===== src/rtl/tx_frame_packer.sv =====
`default_nettype none
// ============================================================================
// Module  : tx_frame_packer
// Purpose : FIFO-buffered DAC vector streamer with per-block Q1.7 gain.
//           Optional macro TX_UNDERFLOW_COUNT_EN adds a saturating underflow_count.
// Revision: 1.0  initial release
// ============================================================================
module tx_frame_packer #(
  parameter int NUMBER_OF_LINE = 8,
  parameter int FIFO_DEPTH     = 16,
  parameter int PRIME_LEVEL    = 8
) (
  input  logic                           clock,
  input  logic                           reset,
  input  logic [16*NUMBER_OF_LINE-1:0]   s_data,
  input  logic                           s_valid,
  output logic                           s_ready,
  input  logic                           tx_enable,
  input  logic [7:0]                     gain,
  output logic [16*NUMBER_OF_LINE-1:0]   dac_data,
  output logic                           dac_valid,
  output logic                           tx_active,
  output logic                           underflow,
`ifdef TX_UNDERFLOW_COUNT_EN
  output logic [15:0]                    underflow_count,
`endif
  output logic [$clog2(FIFO_DEPTH):0]    fill_level
);

  localparam int C_AW    = $clog2(FIFO_DEPTH);
  localparam int C_CW    = C_AW + 1;
  localparam int C_VW    = 16 * NUMBER_OF_LINE;
  localparam logic [C_CW-1:0] C_FULL    = C_CW'(FIFO_DEPTH);
  localparam logic [C_CW-1:0] C_PRIME   = C_CW'(PRIME_LEVEL);
  localparam logic [C_CW-1:0] C_CNT_ONE = C_CW'(1);
  localparam logic [C_AW-1:0] C_PTR_ONE = C_AW'(1);

  typedef enum logic [1:0] {
    S_IDLE  = 2'd0,
    S_PRIME = 2'd1,
    S_RUN   = 2'd2,
    S_DRAIN = 2'd3
  } state_t;

  state_t            state_q, state_d;
  logic [C_CW-1:0]   count_q, count_d, count_wr;
  logic [C_AW-1:0]   wr_ptr_q, rd_ptr_q;
  logic [C_VW-1:0]   mem_q [FIFO_DEPTH];
  logic              s_ready_q, s_ready_d;
  logic              s1_valid_q;
  logic [C_VW-1:0]   s1_data_q;
  logic              dac_valid_q;
  logic [C_VW-1:0]   dac_data_q;
  logic              tx_active_q;
  logic [C_VW-1:0]   scaled;
  logic              wr_en, pop, empty, run_empty;

  assign wr_en    = s_valid && s_ready_q;
  assign empty    = (count_q == '0);
  assign count_wr = count_q + C_CW'(wr_en);

  always_comb begin
    state_d   = state_q;
    pop       = 1'b0;
    run_empty = 1'b0;
    case (state_q)
      S_IDLE: begin
        if (tx_enable) state_d = S_PRIME;
      end
      S_PRIME: begin
        if (!tx_enable)               state_d = S_IDLE;
        else if (count_wr >= C_PRIME) state_d = S_RUN;
      end
      S_RUN: begin
        pop       = !empty;
        run_empty = empty;
        // Dropping tx_enable wins over re-priming on an empty FIFO.
        if (!tx_enable) state_d = S_DRAIN;
        else if (empty) state_d = S_PRIME;
      end
      S_DRAIN: begin
        pop = !empty;
        if (empty) state_d = S_IDLE;
      end
      default: state_d = S_IDLE;
    endcase
  end

  always_comb begin
    count_d = count_q;
    if (wr_en && !pop)      count_d = count_q + C_CNT_ONE;
    else if (!wr_en && pop) count_d = count_q - C_CNT_ONE;
  end

  assign s_ready_d = (count_d != C_FULL) && (state_d != S_DRAIN);

  always_ff @(posedge clock) begin
    if (wr_en && !reset) mem_q[wr_ptr_q] <= s_data;
  end

  always_ff @(posedge clock) begin
    if (reset) begin
      state_q     <= S_IDLE;
      count_q     <= '0;
      wr_ptr_q    <= '0;
      rd_ptr_q    <= '0;
      s_ready_q   <= 1'b0;
      s1_valid_q  <= 1'b0;
      s1_data_q   <= '0;
      dac_valid_q <= 1'b0;
      dac_data_q  <= '0;
      tx_active_q <= 1'b0;
    end else begin
      state_q     <= state_d;
      count_q     <= count_d;
      s_ready_q   <= s_ready_d;
      tx_active_q <= (state_d == S_RUN) || (state_d == S_DRAIN);
      if (wr_en) wr_ptr_q <= wr_ptr_q + C_PTR_ONE;
      if (pop)   rd_ptr_q <= rd_ptr_q + C_PTR_ONE;
      s1_valid_q  <= pop;
      s1_data_q   <= pop ? mem_q[rd_ptr_q] : '0;
      dac_valid_q <= s1_valid_q;
      dac_data_q  <= s1_valid_q ? scaled : '0;
    end
  end

  // Q1.7 gain: 25-bit product, floor-shift by 7, clamp to int16.
  for (genvar i = 0; i < NUMBER_OF_LINE; i++) begin : g_lane
    logic signed [24:0] prod;
    logic signed [17:0] shr;
    assign prod = $signed({{9{s1_data_q[16*i+15]}}, s1_data_q[16*i +: 16]})
                * $signed({17'd0, gain});
    assign shr  = 18'(prod >>> 7);
    assign scaled[16*i +: 16] = (shr[17:15] == 3'b000 || shr[17:15] == 3'b111)
                                ? shr[15:0]
                                : (shr[17] ? 16'h8000 : 16'h7FFF);
  end

`ifdef TX_UNDERFLOW_COUNT_EN
  logic [15:0] uf_cnt_q;
  always_ff @(posedge clock) begin
    if (reset)                                uf_cnt_q <= '0;
    else if (underflow && uf_cnt_q != 16'hFFFF) uf_cnt_q <= uf_cnt_q + 16'd1;
  end
  assign underflow_count = uf_cnt_q;
`endif

  assign s_ready    = s_ready_q;
  assign dac_data   = dac_data_q;
  assign dac_valid  = dac_valid_q;
  assign tx_active  = tx_active_q;
  assign underflow  = run_empty && !reset;
  assign fill_level = count_q;

endmodule
`default_nettype wire


===== config.mk =====
export PLATFORM = sky130hd
export DESIGN_NAME = tx_frame_packer
export DESIGN_NICKNAME = d
export VERILOG_FILES = /design/src/rtl/tx_frame_packer.sv
export SDC_FILE = /design/constraint.sdc
export NUM_CORES = 2
export LEC_CHECK = 0
export ABC_AREA = 1
export CORE_ASPECT_RATIO = 1.25
export CORE_MARGIN = 3
export CORE_UTILIZATION = 68
export DETAILED_ROUTE_END_ITERATION = 7
export PLACE_DENSITY = 0.86
export SETUP_SLACK_MARGIN = 0.02
export SLEW_MARGIN = 10
export SYNTH_ARGS = -nofsm -noshare
export SYNTH_HDL_FRONTEND = slang
export SYNTH_SLANG_ARGS = --single-unit
export TNS_END_PERCENT = 100

===== constraint.sdc =====
create_clock -name clock -period 16.72 [get_ports clock]
set_input_delay 3.344 -clock clock [delete_from_list [all_inputs] [get_ports clock]]
set_output_delay 3.344 -clock clock [all_outputs]
set_load 0.02 [all_outputs]

==> summary.txt <==
STA
  – RSZ-0062 raised after global routing: no
  – Setup ws final: 8.04 ns
  – WHS: 0.550 ns
  – Fin Clk Skew: 0.0535 ns
  – Slew margin rel.: 13.1%
  – Max-slew violation count: 0
  – Crit share post-route: 51.9%
  – Setup TNS: 0 ns
  – Post-layout min period: 8.68 ns
  – Max Fclk: 115 MHz
  – Final setup viols: 0
  – Worst-margin pin slew: 1.30 ns
  – Final hold vios: 0

Route
  – Post-Route WL: 341000 µm
  – WL/cell: 23.9 µm
  – Met2 Wirelength: 160000 µm
  – Met3 WL post-DR: 48200 µm
  – DR vias: 91243
  – Drt first pass iters: 8
  – Max layer used: met5
  – Wl on met1: 118000 µm
  – DR iter-0 viols: 13499
  – Drt drc: 1
  – DRT antenna net count: 0
  – Vias per inst: 6.39

Clock network
  – Clk buf depth: 3
  – Clock sinks: 2323
  – Post-CTS Setup Repair Bufs: 0
  – Root Buffer: clkbuf_16
  – CTS tree: done
  – Clk_lat worst skew: 0.88 ns
  – Clock transition at path regs: 0.07 ns
  – Post-CTS Resized: 0
  – CTS Buf Count: 207
  – Post-CTS Hold Buffers: 0
  – H-tree Lvls: 4

Die
  – IO Count: 277
  – Die height: 487 µm
  – Core ar.: 183000 µm²
  – Die area: 190000 µm²
  – Initial core utilization: 68.8%
  – FP Rows: 175
  – Die Wd: 391 µm

Job
  – Max_cap viols: 0

Setup path
  – Critical path's top delay family: adder cells
  – R2r setup slk: 11.20 ns
  – Worst endpoint required time: 17.42 ns
  – Crit end category: flip-flop
  – Critical-path top delay cell: buf_4
  – Setup CP Type: in -> reg
  – CP Cell Sequence: buf_4 -> buf_4 -> buf_4 -> nand2_1 -> fa_1 -> fa_1 -> inv_1 -> fa_1 -> fa_1 -> ha_1 -> inv_1 -> nor3_1 -> nand2_1 -> nor2_1 -> nor2_1 -> nand2_1 -> nand2_1 -> nand2_2 -> inv_2 -> nand2_2 -> a21oi_1
  – Peak per-stage delay on the critical path: 0.70 ns
  – Crit Path Max Fanout: 61
  – CP arrival: 9.38 ns
  – Crit path launch type: input port
  – Buf+Inv Stages, Crit Path: 6

Yosys
  – Top cells by area, synth: edfxtp_1, fa_1, inv_1, nand2_1, dfxtp_1
  – Most used DFF post-synth: edfxtp_1
  – Ys async rst share: 0%
  – Netlist Area Pre-Place: 126000 µm²
  – Syn nets: 13103
  – Synth cell types: 48
  – Post-synth top area cell: edfxtp_1
  – Most common cell in the netlist: edfxtp_1
  – Top cell type's share of synthesized area: 48.9%
  – Synthesis Warnings: 0
  – Synthesized area per cell: 10.7 µm²
  – Register area share after synthesis: 53.2%
  – Register bit total from synthesis: 2323
  – Post-synth top cells: edfxtp_1, inv_1, nand2_1, nor2_1, o21ai_0
  – Mapped Cells: 11778
  – Post-synth EDFFs: 2048

Layout
  – Layout area overhead: 8.77%
  – Multi-input logic area: 49200 µm²
  – Final net count: 12986
  – Share of cells above drive strength 1: 4.54%
  – Register area: 67000 µm²
  – Fillers: 10869
  – Non-Filler Instances: 14279

Power and ir drop
  – Max VDD drop: 0.112 mV
  – Overall power: 11.6 mW
  – Pleak: 56.3 nW
  – Cell area power density: 84.9 nW/µm²

Global route
  – First-pass GRT wire length: 521000 µm
  – Vias in the first global route: 92450
  – Initial antenna violation count: 69
  – GRT overflow: 0
  – Largest net degree at the start of global routing: 240
  – GR Util All Layers: 35.7%

Place
  – Port-buffer cells: 276
  – Pre-CTS setup slack: 7.24 ns
  – Gpl congestion: 0.956
  – Detailed Place HPWL: 201000 µm
  – Inst Count DP: 13840

Status
  – Failing checks: design-rule violations
  – Status: complete, but fails checks

Min path
  – Worst hold path type: reg -> reg
-- layout make-up --
type / instances / share of cell area [%]
flip-flops and latches: 2323 / 49.0
multi-input cells: 6925 / 35.9
inverters: 1833 / 5.05
clock buffers: 272 / 4.13
repair buffers: 371 / 2.63
well taps: 2389 / 2.18
clock inverters: 116 / 1.03
diodes: 50 / 0.0914
-- tightest hold or removal path: cells and delay by family, from the launching register on --
family / cells / cell delay (ns)
flip-flops: 1 / 0.36
AND/OR/NAND/NOR: 1 / 0.08
AO/OA/AOI/OAI: 1 / 0.06
-- cells by family after synthesis --
group           share of synthesized area [%]
simple gates                             10.6
buf+inv                                  7.80
flops                                    53.2
xor+xnor                                0.967
fa+ha+maj                                16.6
compound gates                           10.8
-- cell usage in the layout (no fill, tap or decap), drive strengths merged, types with 4 or more instances in the layout --
cell,synthesis,final
a31oi,22,22
o21ai,1097,1097
o21bai,24,24
nand4,67,67
nor3,44,44
o221ai,363,363
buf,95,103
o21a,15,15
dfxtp,275,275
nand3b,4,4
diode,0,50
nand3,237,237
inv,1831,1839
fa,808,808
xor2,73,73
edfxtp,2048,2048
nor4,16,16
ha,377,377
clkinv,2,74
xnor2,66,66
clkdlybuf4s50,0,268
a21oi,416,416
clkbuf,602,272
bufinv,0,25
clkinvlp,0,11
nor2,1250,1250
nand2,1717,1717
a21o,17,17
a21boi,7,7
o22ai,149,149
o211ai,149,149
-- state kept, by name, summed over array words and instances (netlist names) --
register / count
dac_data: 128
dac_valid: 1
fill_level: 5
mem_q: 2048
rd_ptr_q: 4
s1_data_q: 128
s1_valid_q: 1
s_ready: 1
state_q: 2
tx_active: 1
wr_ptr_q: 4
-- metrics by stage --
stage                     util (%)  area, µm²
after floorplan                  -     126000
after global placement        70.9     130000
after detailed placement      70.9     130000
after CTS                     74.8     137000
after global routing          74.8     137000
final                         74.9     137000
-- power breakdown --
part,total (mW),switching [mW],internal [mW]
clock network,4.94,2.16,2.78
registers,6.34,0.0126,6.32
logic,0.338,0.248,0.0904
-- routing by layer --
| metal | global-route usage (%) | vias to the layer above |
|---|---|---|
| li1 | - | 39147 |
| met1 | 46.8 | 43880 |
| met2 | 56.5 | 6944 |
| met3 | 9.46 | 1242 |
| met4 | 16.1 | 30 |
| met5 | 0 | - |
-- path summary, 6_finish.rpt --
| path | from | cells past startpoint | end |
|---|---|---|---|
| worst max-delay path | gain[1] | 21 | dac_data[16] |
| worst min-delay path | wr_ptr_q[2] | 2 | wr_ptr_q[2] |
| worst max register to register | s1_data_q[47] | 15 | dac_data[40] |
| worst min register to register | wr_ptr_q[2] | 2 | wr_ptr_q[2] |
Note: power is estimated with default switching activity, not from simulation.
